**src/rtl/spi_bus_arbiter.sv**
```systemverilog
// Round-robin owner of a shared SPI byte engine: grants one requester, drives its CS,
// sequences one engine start per byte and enforces a CS-high gap between transactions.
module spi_bus_arbiter #(
    parameter int NumReq      = 3,
    parameter int data_width  = 8,
    parameter int LenWidth    = 13,
    parameter int SetupCycles = 2,
    parameter int GapCycles   = 4
) (
    input  logic                           clk_i,
    input  logic                           reset_i,
    input  logic [NumReq-1:0]              req_i,
    input  logic [NumReq*LenWidth-1:0]     len_i,
    input  logic [NumReq*data_width-1:0]   tx_data_i,
    output logic [NumReq-1:0]              gnt_o,
    output logic                           tx_ready_o,
    output logic [data_width-1:0]          rx_data_o,
    output logic [NumReq-1:0]              rx_valid_o,
    output logic [NumReq-1:0]              done_o,
    output logic [NumReq-1:0]              cs_no,
    output logic                           eng_start_o,
    output logic [data_width-1:0]          eng_tx_o,
    input  logic                           eng_done_i,
    input  logic [data_width-1:0]          eng_rx_i
);
    localparam int IdxW = $clog2(NumReq);
    localparam int SW   = $clog2(SetupCycles + 1);
    localparam int GW   = $clog2(GapCycles + 1);

    typedef enum logic [2:0] {S_IDLE, S_SETUP, S_START, S_WAIT, S_GAP} state_t;

    state_t                state;
    logic [IdxW-1:0]       last, cur, win_idx;
    logic                  win_found;
    logic [LenWidth-1:0]   cnt, win_len;
    logic [SW-1:0]         sc;
    logic [GW-1:0]         gc;
    logic [NumReq-1:0]     win_oh, cur_oh;
    logic [data_width-1:0] cur_tx;

    // Search starts just after the previous winner so every requester gets a turn.
    always_comb begin
        win_found = 1'b0;
        win_idx   = '0;
        for (int i = 1; i <= NumReq; i++) begin
            if (!win_found && req_i[(int'(last) + i) % NumReq]) begin
                win_found = 1'b1;
                win_idx   = IdxW'((int'(last) + i) % NumReq);
            end
        end
    end

    assign win_len = len_i[int'(win_idx)*LenWidth +: LenWidth];
    assign win_oh  = NumReq'(1) << win_idx;
    assign cur_oh  = NumReq'(1) << cur;
    assign cur_tx  = tx_data_i[int'(cur)*data_width +: data_width];

    always_ff @(posedge clk_i) begin
        if (!reset_i) begin
            state       <= S_IDLE;
            gnt_o       <= '0;
            rx_valid_o  <= '0;
            done_o      <= '0;
            eng_start_o <= 1'b0;
            tx_ready_o  <= 1'b0;
            cs_no       <= '1;
            rx_data_o   <= '0;
            eng_tx_o    <= '0;
            last        <= IdxW'(NumReq - 1);
            cur         <= '0;
            cnt         <= '0;
            sc          <= '0;
            gc          <= '0;
        end else begin
            rx_valid_o  <= '0;
            done_o      <= '0;
            eng_start_o <= 1'b0;
            tx_ready_o  <= 1'b0;
            case (state)
                S_IDLE: begin
                    if (win_found) begin
                        cur  <= win_idx;
                        last <= win_idx;
                        cnt  <= win_len;
                        // Zero-length requests complete immediately without touching the bus.
                        if (win_len == '0) begin
                            done_o <= win_oh;
                        end else begin
                            gnt_o <= win_oh;
                            cs_no <= ~win_oh;
                            sc    <= '0;
                            state <= S_SETUP;
                        end
                    end
                end
                S_SETUP: begin
                    if (int'(sc) == SetupCycles - 1) begin
                        eng_start_o <= 1'b1;
                        tx_ready_o  <= 1'b1;
                        eng_tx_o    <= cur_tx;
                        state       <= S_START;
                    end else begin
                        sc <= sc + SW'(1);
                    end
                end
                S_START: state <= S_WAIT;
                S_WAIT: begin
                    if (eng_done_i) begin
                        rx_data_o  <= eng_rx_i;
                        rx_valid_o <= cur_oh;
                        cnt        <= cnt - LenWidth'(1);
                        if (cnt > LenWidth'(1)) begin
                            eng_start_o <= 1'b1;
                            tx_ready_o  <= 1'b1;
                            eng_tx_o    <= cur_tx;
                            state       <= S_START;
                        end else begin
                            gnt_o  <= '0;
                            cs_no  <= '1;
                            done_o <= cur_oh;
                            gc     <= '0;
                            state  <= S_GAP;
                        end
                    end
                end
                S_GAP: begin
                    if (int'(gc) == GapCycles - 1) state <= S_IDLE;
                    else                           gc    <= gc + GW'(1);
                end
                default: state <= S_IDLE;
            endcase
        end
    end
endmodule

```
**config.mk**
```make
export PLATFORM = sky130hd
export DESIGN_NAME = spi_bus_arbiter
export DESIGN_NICKNAME = d
export VERILOG_FILES = /design/src/rtl/spi_bus_arbiter.sv
export SDC_FILE = /design/constraint.sdc
export NUM_CORES = 1
export LEC_CHECK = 0
export BUFFER_PORTS_ARGS = -buffer_cell sky130_fd_sc_hd__buf_2
export CORE_MARGIN = 4
export CORE_UTILIZATION = 39
export CTS_CLUSTER_SIZE = 8
export DETAILED_ROUTE_END_ITERATION = 16
export GPL_TIMING_DRIVEN = 0
export PLACE_DENSITY = 0.73
export SLEW_MARGIN = 30
export SYNTH_ARGS = -nofsm -noshare
export SYNTH_HDL_FRONTEND = slang
export SYNTH_SLANG_ARGS = --single-unit
```
**constraint.sdc**
```tcl
create_clock -name clk_i -period 4.6 [get_ports clk_i]
set_input_delay 0 -clock clk_i [delete_from_list [all_inputs] [get_ports clk_i]]
set_output_delay 0 -clock clk_i [all_outputs]
set_load 0.005 [all_outputs]
```
==> results of run 1 <==
-- kinds of logic (layout without fill, tap and decap cells) --
| kind of cell | count (synthesis) | after routing | share of synthesized area, % |
|---|---|---|---|
| adders and majority gates | 9 | 9 | 3.44 |
| DFF | 53 | 53 | 32.4 |
| and+or+nand+nor | 163 | 163 | 23.5 |
| muxes | 18 | 18 | 5.65 |
| AOI/OAI and AO/OA | 133 | 133 | 28.5 |
| other | 0 | 1 | 0 |
| buffers and inverters | 50 | 170 | 6.49 |
-- power groups by stage --
stage | registers [mW] | clock network (mW) | logic, mW
after detailed placement | 0.643 | 0 | 1.59
after global placement | 0.640 | 0 | 1.55
final | 0.637 | 0.275 | 1.61
after CTS | 0.635 | 0.281 | 1.60
after global routing | 0.651 | 0.307 | 1.77
after floorplan | 0.633 | 0 | 1.21
-- cell type report --
| cell class | count | area share [%] |
|---|---|---|
| multi-input cells | 323 | 48.8 |
| clock buffers | 6 | 2.01 |
| well taps | 105 | 3.20 |
| clock inverters | 1 | 0.183 |
| flip-flops and latches | 53 | 25.8 |
| repair buffers | 113 | 14.8 |
| diodes | 1 | 0.0610 |
| inverters | 21 | 1.92 |
| plain buffers | 29 | 3.26 |
-- worst max-delay path, stage by stage, from the launching register on --
cell and delay, ns:
dfxtp_1 0.38, inv_1 0.09, ha_1 0.27, buf_2 0.20, nand3b_1 0.11, buf_2 0.19, a21bo_2 0.23, o31ai_2 0.13
a21o_1 0.27, nor2_1 0.58, a22o_1 0.22, buf_2 0.19, buf_2 0.24, nor2_1 0.06, a211oi_1 0.20
-- stage by stage --
step / power, mW / util [%]
after global placement: 2.19 / 48.1
final: 2.53 / 50.2
after detailed placement: 2.23 / 48.1
after floorplan: 1.84 / -
after CTS: 2.51 / 50.2
after global routing: 2.73 / 50.2
-- metal layers --
| layer | GRT usage (%) | routed length [µm] | part of all wire [%] |
|---|---|---|---|
| met1 | 24.2 | 4120 | 43 |
| met2 | 34.3 | 4860 | 50 |
| met3 | 3.16 | 576 | 6.0 |
| met4 | 5.15 | 121 | 1.3 |
| met5 | 0 | 0 | 0 |
-- sequential cells by signal, indices dropped and copies added (netlist names) --
name,flops
cnt,13
done_o,3
eng_tx_o,8
cs_no,3
gc,3
cur,1
state,3
rx_data_o,8
rx_valid_o,3
eng_start_o,1
sc,2
last,2
gnt_o,3
-- timing repair --
item | 4_1_cts | 5_1_grt
hold buffers | 8 | 0
resized for setup | 0 | 0
setup endpoints to repair | 0 | 0
endpoints found under the hold margin | 8 | 0
-- layout by cell type, fill, tap and decap left out, types with 4 or more instances in the layout --
master and n:
a211oi_1 13, a21oi_1 42, a31oi_1 5, and2_1 4
and3_1 4, buf_2 110, clkbuf_1 21, clkbuf_8 6
dfxtp_1 53, dlygate4sd3_1 8, ha_1 9, inv_1 20
mux2i_1 17, nand2_1 39, nand3_1 10, nand3b_1 5
nor2_1 64, nor3_1 14, nor4_1 7, o21ai_0 32
o221a_2 6
-- how the worst min path moves through the flow --
stage | end | slack (ns)
3_3_place_gp | rx_data_o[6] | 0.25
4_1_cts | eng_tx_o[3] | 0.005
5_1_grt | eng_tx_o[3] | 0.003
3_5_place_dp | rx_data_o[5] | 0.25
6_report | eng_tx_o[3] | 0.01
2_1_floorplan | rx_data_o[0] | 0.14
==> results.sh, run 1 <==
export IMPL_status="complete, no violations"
export IMPL_cp_arrival_ns=3.67
export IMPL_p_int_mw=1.33
export IMPL_synth_top_cells_by_count="nor2_1 (64), dfxtp_1 (53), a21oi_1 (42)"
export IMPL_yosys_top_cells_area="dfxtp_1 (32%), nor2_1 (7.3%), a21oi_1 (6.4%)"
export IMPL_port_buffers=105
export IMPL_drt_initial_drc_count=240
export IMPL_antenna_found_initial=0
export IMPL_nets=632
export IMPL_power_density_nw_per_um2=615
export IMPL_p_sw_share_pct=47.3
export IMPL_grt_overflow=0
export IMPL_via_per_inst=5.47
export IMPL_reg2reg_from="last[1]"
export IMPL_min_delay_path_depth=3
export IMPL_setup_tns_ns=0
export IMPL_synth_seq_cells=53
export IMPL_relSlewSlack_pct=51.2
export IMPL_first_pass_iters=5
export IMPL_synth_top_area_cell="dfxtp_1"
export IMPL_endpoint_kind="flip-flop"
export IMPL_synthCells=426
export IMPL_fin_cells=652
export IMPL_grt_max_degree=16
export IMPL_power_leakage_nw=1.79
export IMPL_vias=3564
export IMPL_cts_tree="built"
export IMPL_layout_min_cycle_time_ns=3.44
export IMPL_cts_max_path_buffers=2
export IMPL_combPwrFrac_pct=63.9
export IMPL_crit_path_end="eng_tx_o[6]"
export IMPL_async_flop_share_pct=0
export IMPL_fin_crit_sh_pct=74.9
export IMPL_ioPinCount=107
export IMPL_fin_skew_ns=0.00756
export IMPL_dp_slack_ns=1.17
export IMPL_r2r_cells=14
export IMPL_seqCellArea_um2=1060
export IMPL_drcViolationCount=0
export IMPL_multiInputGateArea_um2=2000
export IMPL_ys_warn_count=0
export IMPL_timing_final_ws_setup_ns=1.16
export IMPL_avgSynthCellArea_um2=7.69
export IMPL_dp_hpwl_um=7490
export IMPL_hold_viol=0
export IMPL_r2r_end="eng_tx_o[6]"
export IMPL_power_switching_mw=1.19
export IMPL_drt_total_wl_um=9680
export IMPL_areaGrowthSynthToFinish_pct=25.3
export IMPL_synth_area_um2=3280
export IMPL_dp_cells=636
export IMPL_cts_made_buffers=5
export IMPL_wire_per_inst_um=14.8
export IMPL_crit_path_max_fanout=10
export IMPL_startpoint="last[1]"
export IMPL_hold_start="tx_data_i[11]"
export IMPL_die_h_um=99.6
export IMPL_hp_class="in2reg"
export IMPL_start_util_pct=40.1
export IMPL_grt_util_all_layers_pct=19.3
export IMPL_core_area_um2=8180
export IMPL_whs_ns=0.0144
export IMPL_htree_levels=2
export IMPL_maxCapViolCount=0
export IMPL_drive_gt1_share_pct=26.0
export IMPL_cts_root_buf="clkbuf_8"
export IMPL_clk_pin_slew_worst_paths_ns=0.09
export IMPL_synthMostInstantiatedCell="nor2_1"
export IMPL_clk_insertion_delay_late_ns=0.31
export IMPL_rrSetupSlack_ns=1.16
export IMPL_die_w_um=99.6
export IMPL_post_cts_buffers=0
export IMPL_yosysUniqueCellTypes=57
export IMPL_final_antenna_net_count=0
export IMPL_synth_seq_area_share_pct=32.4
export IMPL_die_area_um2=9930
export IMPL_timing_fmax_ghz=0.290
export IMPL_crit_type="reg2reg"
export IMPL_start_kind="flip-flop"
export IMPL_placed_area_um2=3930
export IMPL_synth_edff_count=0
export IMPL_synthFlopType="dfxtp_1"
export IMPL_first_global_vias=3353
export IMPL_synth_top_area_share_pct=32.4
export IMPL_grt_pass1_wl_um=15800
export IMPL_slew_violations=0
export IMPL_cts_sinks=53
export IMPL_ir_drop_v=0.000334
export IMPL_syn_nets=512
export IMPL_crit_required_ns=4.83
export IMPL_fillerInstances=814
export IMPL_rows=33
export IMPL_worst_slew_pin_slew_ns=0.730
export IMPL_rsz0062_at_grt="no"
export IMPL_clock_power_share_pct=10.9
export IMPL_report_final_setup_viol=0
export IMPL_stdcell_area_um2=4110
export IMPL_gp_congestion=0.860
export IMPL_power_frac_seq_pct=25.2
Note: power is estimated with default switching activity, not from simulation.
==> run 2: changes to the inputs <==
--- a/config.mk
+++ b/config.mk
@@ -11,7 +11,7 @@
 export CTS_CLUSTER_SIZE = 8
 export DETAILED_ROUTE_END_ITERATION = 16
 export GPL_TIMING_DRIVEN = 0
-export PLACE_DENSITY = 0.73
+export PLACE_DENSITY = 0.76
 export SLEW_MARGIN = 30
 export SYNTH_ARGS = -nofsm -noshare
 export SYNTH_HDL_FRONTEND = slang
==> constraint.sdc (replaced) <==
create_clock -name clk_i -period 3 [get_ports clk_i]
set_input_delay 0 -clock clk_i [delete_from_list [all_inputs] [get_ports clk_i]]
set_output_delay 0 -clock clk_i [all_outputs]
set_load 0.005 [all_outputs]
==> run 2 against run 1 <==
The flow now finishes with violations (negative setup slack); hold slack lost 0.0012 ns; clock skew fell by 0.0041 ns; register-to-register slack got worse by 1.2 ns; setup slack worse by 1.2 ns; critical path depth shrank 1; die area unchanged; critical endpoint is now gnt_o[0].
==> results.sh, run 2 (synthesized netlist as in run 1, its figures left out) <==
export IMPL_grt_pass1_wl_um=16000
export IMPL_vias=3669
export IMPL_dp_hpwl_um=7420
export IMPL_fin_skew_ns=0.00344
export IMPL_clock_power_share_pct=9.4
export IMPL_cp_arrival_ns=3.24
export IMPL_crit_chain="inv_2 > ha_4 > buf_6 > mux2_4 > a221o_1 > o2bb2ai_4 > buf_6 > o221a_1 > o22ai_2 > nor4_4 > buf_4 > a211o_4 > a32o_1"
export IMPL_clk_pin_slew_worst_paths_ns=0.09
export IMPL_placed_area_um2=3930
export IMPL_die_area_um2=9930
export IMPL_power_frac_seq_pct=22.3
export IMPL_cts_tree="built"
export IMPL_ir_drop_v=0.000833
export IMPL_report_final_setup_viol=3
export IMPL_final_antenna_net_count=0
export IMPL_grt_overflow=0
export IMPL_gp_congestion=0.895
export IMPL_p_sw_share_pct=45.9
export IMPL_reg_top3="cnt (13), eng_tx_o (8), rx_data_o (8)"
export IMPL_worst_slew_pin_slew_ns=0.703
export IMPL_nets=649
export IMPL_critPathSlowestCell="a221o_1"
export IMPL_power_leakage_nw=1.92
export IMPL_crit_required_ns=3.21
export IMPL_whs_ns=0.0132
export IMPL_critPathMaxStageDelay_ns=0.38
export IMPL_die_w_um=99.6
export IMPL_ioPinCount=107
export IMPL_core_area_um2=8180
export IMPL_port_buffers=105
export IMPL_antenna_found_initial=0
export IMPL_die_h_um=99.6
export IMPL_maxCapViolCount=0
export IMPL_failed_checks="negative setup slack"
export IMPL_clk_insertion_delay_late_ns=0.31
export IMPL_path_buf_inv=4
export IMPL_htree_levels=2
export IMPL_wire_per_inst_um=14.9
export IMPL_power_density_nw_per_um2=1000
export IMPL_dp_cells=636
export IMPL_first_pass_iters=5
export IMPL_hold_viol=0
export IMPL_power_switching_mw=2.02
export IMPL_cts_max_path_buffers=2
export IMPL_grt_util_all_layers_pct=19.6
export IMPL_p_int_mw=2.38
export IMPL_timing_fmax_ghz=0.330
export IMPL_final_common_cell="buf_2"
export IMPL_timing_final_ws_setup_ns=-0.0269
export IMPL_dp_slack_ns=-0.394
export IMPL_combPwrFrac_pct=68.3
export IMPL_status="finished, violations left"
export IMPL_cts_sinks=53
export IMPL_rows=33
export IMPL_cts_made_buffers=5
export IMPL_via_per_inst=5.49
export IMPL_drt_initial_drc_count=229
export IMPL_drcViolationCount=0
export IMPL_path_delay_family="compound AO/OA/AOI/OAI gates"
export IMPL_areaGrowthSynthToFinish_pct=34.4
export IMPL_regMostFlops="cnt"
export IMPL_crit_type="reg2reg"
export IMPL_cp_common_cell="buf_6"
export IMPL_start_kind="flip-flop"
export IMPL_hp_class="in2reg"
export IMPL_drt_total_wl_um=9980
export IMPL_grt_max_degree=16
export IMPL_endpoint_kind="flip-flop"
export IMPL_largest_register_ffs=13
export IMPL_stdcell_area_um2=4400
export IMPL_relSlewSlack_pct=52.7
export IMPL_crit_path_max_fanout=7
export IMPL_fin_crit_sh_pct=101
export IMPL_final_core_util_pct=53.9
export IMPL_rsz0062_at_grt="yes"
export IMPL_cts_root_buf="clkbuf_8"
export IMPL_slew_violations=0
export IMPL_fillerInstances=768
export IMPL_fin_cells=668
export IMPL_start_util_pct=40.1
export IMPL_final_cell_mix="buf_2 (107), nor2_1 (63), dfxtp_1 (51)"
export IMPL_layout_min_cycle_time_ns=3.03
export IMPL_n_antenna_cell=0
export IMPL_first_global_vias=3573
export IMPL_drive_gt1_share_pct=30.2
run 2: changes by cell type in the layout (fill, tap and decap cells not counted), sizes merged:
cell	delta
buf	+16
diode	-1
clkbuf	+1
run 2: final timing paths:
check | startpoint | end | slack [ns] | cells past startpoint
setup / recovery | last[1] | gnt_o[0] | -0.03 | 13
hold reg to reg | rx_data_o[1] | rx_data_o[1] | 0.46 | 2
setup reg to reg | last[1] | gnt_o[0] | -0.03 | 13
hold / removal | tx_data_i[10] | eng_tx_o[2] | 0.01 | 3
run 2: cell type report:
type / count / area (µm²) / area share [%]
repair buffers: 131 / 757 / 17.2
plain buffers: 28 / 139 / 3.15
clock inverters: 1 / 7.51 / 0.171
well taps: 105 / 131 / 2.98
flip-flops and latches: 53 / 1070 / 24.2
inverters: 21 / 78.8 / 1.79
clock buffers: 6 / 82.6 / 1.88
multi-input cells: 323 / 2140 / 48.6
run 2: what timing repair did:
item / CTS / global route
buffers inserted: 11 / 7
endpoints found under the setup margin: 28 / 30
hold buffers: 8 / 0
pin swaps: 10 / 6
gates resized for setup: 10 / 24
endpoints found under the hold margin: 8 / 0
run 2: power groups by stage:
| stage | combinational [mW] | sequential (mW) | clock (mW) |
|---|---|---|---|
| detailed placement | 2.44 | 0.985 | 0 |
| CTS | 2.61 | 0.973 | 0.426 |
| floorplan | 1.85 | 0.971 | 0 |
| global route | 3.27 | 1.00 | 0.458 |
| finish | 3.01 | 0.981 | 0.414 |
| global placement | 2.38 | 0.979 | 0 |
run 2: worst reg2reg max path, cell delays in order (launching register included):
cell and delay (ns):
dfxtp_2 0.35, inv_2 0.06, ha_4 0.16, buf_6 0.11, mux2_4 0.31, a221o_1 0.38
o2bb2ai_4 0.19, buf_6 0.15, o221a_1 0.28, o22ai_2 0.15, nor4_4 0.06, buf_4 0.16
a211o_4 0.36, a32o_1 0.23
run 2: per-layer routing:
layer	vias up	share of wire [%]	GRT usage, %	wire length, µm
met5	-	0	0	0
met2	147	50	33.6	5040
li1	1807	-	-	-
met1	1704	42	24.5	4180
met4	0	1.1	7.14	105
met3	11	6.6	3.37	655
run 2: through the flow:
| step | total power, mW | TNS (ns) |
|---|---|---|
| 3_5_place_dp | 3.42 | -6.66 |
| 6_report | 4.40 | -0.0739 |
| 2_1_floorplan | 2.82 | 0 |
| 3_3_place_gp | 3.36 | -5.22 |
| 5_1_grt | 4.73 | -1.92 |
| 4_1_cts | 4.01 | -0.000845 |
==> run 3: changes to the inputs <==
--- a/config.mk
+++ b/config.mk
@@ -6,6 +6,7 @@
 export NUM_CORES = 1
 export LEC_CHECK = 0
 export BUFFER_PORTS_ARGS = -buffer_cell sky130_fd_sc_hd__buf_2
+export CORE_ASPECT_RATIO = 1.5
 export CORE_MARGIN = 4
 export CORE_UTILIZATION = 39
 export CTS_CLUSTER_SIZE = 8
==> run 3 against run 2 <==
The run now ends clean; total power up 5.7%; combinational power down 3%; hold slack improved by 0.015 ns; die area up 0.31%; largest cell class unchanged; cell area up 1.6%; clock power rose by 80%; sequential share of layout area is 0.39 points lower; non-clock buffer count grew 5; critical endpoint unchanged.
==> results.sh, run 3 (synthesized netlist as in run 1, its figures left out) <==
export IMPL_die_w_um=82.8
export IMPL_final_cell_mix="buf_2 (108), nor2_1 (63), dfxtp_1 (51)"
export IMPL_fin_crit_sh_pct=97.9
export IMPL_status="complete, no violations"
export IMPL_reg2reg_from="last[0]"
export IMPL_relSlewSlack_pct=57.1
export IMPL_drive_gt1_share_pct=30.9
export IMPL_via_per_inst=5.55
export IMPL_grt_util_all_layers_pct=19.6
export IMPL_hp_class="in2reg"
export IMPL_drt_initial_drc_count=315
export IMPL_cts_made_buffers=5
export IMPL_gp_congestion=0.919
export IMPL_reg_top3="cnt (13), eng_tx_o (8), rx_data_o (8)"
export IMPL_dp_slack_ns=-0.485
export IMPL_cts_sinks=53
export IMPL_final_antenna_net_count=0
export IMPL_hold_start="tx_data_i[14]"
export IMPL_port_buffers=105
export IMPL_grt_use_met2_pct=36.2
export IMPL_first_pass_iters=6
export IMPL_report_final_setup_viol=0
export IMPL_grt_max_degree=17
export IMPL_final_common_cell="buf_2"
export IMPL_n_antenna_cell=0
export IMPL_r2r_end="gnt_o[0]"
export IMPL_core_area_um2=8110
export IMPL_power_density_nw_per_um2=1040
export IMPL_dp_hpwl_um=7630
export IMPL_r2r_cells=11
export IMPL_clk_pin_slew_worst_paths_ns=0.07
export IMPL_start_kind="flip-flop"
export IMPL_die_area_um2=9960
export IMPL_power_leakage_nw=1.96
export IMPL_regMostFlops="cnt"
export IMPL_min_to="eng_tx_o[6]"
export IMPL_dp_cells=636
export IMPL_maxCapViolCount=0
export IMPL_areaGrowthSynthToFinish_pct=36.6
export IMPL_grt_overflow=0
export IMPL_fin_cells=674
export IMPL_ioPinCount=107
export IMPL_stdcell_area_um2=4470
export IMPL_cts_max_path_buffers=2
export IMPL_first_global_vias=3659
export IMPL_crit_type="reg2reg"
export IMPL_hold_viol=0
export IMPL_start_util_pct=40.4
export IMPL_clk_insertion_delay_late_ns=0.30
export IMPL_vias=3744
export IMPL_grt_busiest_layer="met2"
export IMPL_crit_required_ns=3.19
export IMPL_grt_pass1_wl_um=16400
export IMPL_fin_skew_ns=0.00893
export IMPL_nets=654
export IMPL_layout_min_cycle_time_ns=2.94
export IMPL_min_delay_path_depth=3
export IMPL_die_h_um=120
export IMPL_use_met1_pct=21.4
export IMPL_rrSetupSlack_ns=0.06
export IMPL_ir_drop_v=0.000531
export IMPL_rows=40
export IMPL_largest_register_ffs=13
export IMPL_drt_total_wl_um=10500
export IMPL_wire_per_inst_um=15.5
export IMPL_cp_arrival_ns=3.13
export IMPL_cts_tree="built"
export IMPL_slew_violations=0
export IMPL_crit_path_max_fanout=7
export IMPL_fillerInstances=783
export IMPL_multiInputGateArea_um2=2090
export IMPL_drcViolationCount=0
export IMPL_worst_slew_pin_slew_ns=0.637
export IMPL_grt_met3_usage_pct=3.34
export IMPL_total_power_mw=4.65
export IMPL_endpoint_kind="flip-flop"
export IMPL_cts_root_buf="clkbuf_16"
export IMPL_seqCellArea_um2=1070
export IMPL_htree_levels=2
export IMPL_timing_final_ws_setup_ns=0.0642
export IMPL_antenna_found_initial=0
export IMPL_placed_area_um2=3930
export IMPL_rsz0062_at_grt="yes"
export IMPL_timing_fmax_ghz=0.341
==> run 3: changes by cell type in the layout (fill, tap and decap cells not counted), moves of 2 or more <==
| cell | before | now |
|---|---|---|
| buf_4 | 18 | 25 |
| clkbuf_8 | 6 | 0 |
| clkbuf_16 | 0 | 5 |
| o221a_2 | 2 | 6 |
| o221a_4 | 4 | 1 |
| bufinv_16 | 0 | 2 |
| clkbuf_4 | 2 | 0 |
| inv_2 | 2 | 0 |
==> run 3: layout make-up <==
cell class	count	share of cell area [%]
multi-input combinational	323	46.7
tap	105	2.94
sequential	53	23.8
buffer	26	2.54
clock buffer	5	2.80
inverter	21	1.90
timing repair buffer	138	17.8
clock inverter	3	1.45
==> run 3: worst max-delay path, stage by stage (launching register included) <==
cell and delay (ns):
dfxtp_4 0.40, ha_4 0.17, mux2_4 0.31, a221o_1 0.43, o2bb2ai_4 0.18, buf_6 0.14, o221a_4 0.27, o22ai_4 0.15
nor4_4 0.06, buf_4 0.14, a211o_4 0.36, a32o_1 0.22
==> run 3: layer usage <==
layer / routed length [µm] / vias to the layer above
met5: 0 / -
met4: 368 / 0
met3: 521 / 33
met2: 5600 / 139
met1: 3960 / 1754
li1: - / 1818
==> run 3: power breakdown <==
group          switching, mW  internal [mW]
Combinational           1.62           1.29
Clock                  0.268          0.477
Sequential             0.133          0.867
Total                   2.02           2.63
==> run 3: worst max path at each step <==
stage | from | to | cells past startpoint
6_report | last[0] | gnt_o[0] | 11
5_1_grt | last[1] | gnt_o[0] | 13
3_3_place_gp | last[1] | eng_tx_o[6] | 14
4_1_cts | last[1] | state[0] | 14
2_1_floorplan | last[1] | gnt_o[0] | 12
3_5_place_dp | last[1] | eng_tx_o[6] | 14
==> run 3: stage by stage <==
step / hold WS (ns) / utilization (%) / setup TNS [ns]
global placement: 0.243 / 48.5 / -4.83
finish: 0.0282 / 55.2 / 0
global route: 0.0337 / 55.2 / -0.585
detailed placement: 0.250 / 48.5 / -7.75
CTS: 0.0308 / 53.2 / 0
floorplan: 0.136 / - / 0
==> run 3: timing repair <==
action / in CTS / in global routing
buffers inserted: 12 / 14
hold buffers: 8 / 0
pin swaps: 8 / 17
setup endpoints to repair: 31 / 30
gates resized for setup: 9 / 14
cloned: 0 / 0
hold endpoints to repair: 8 / 0
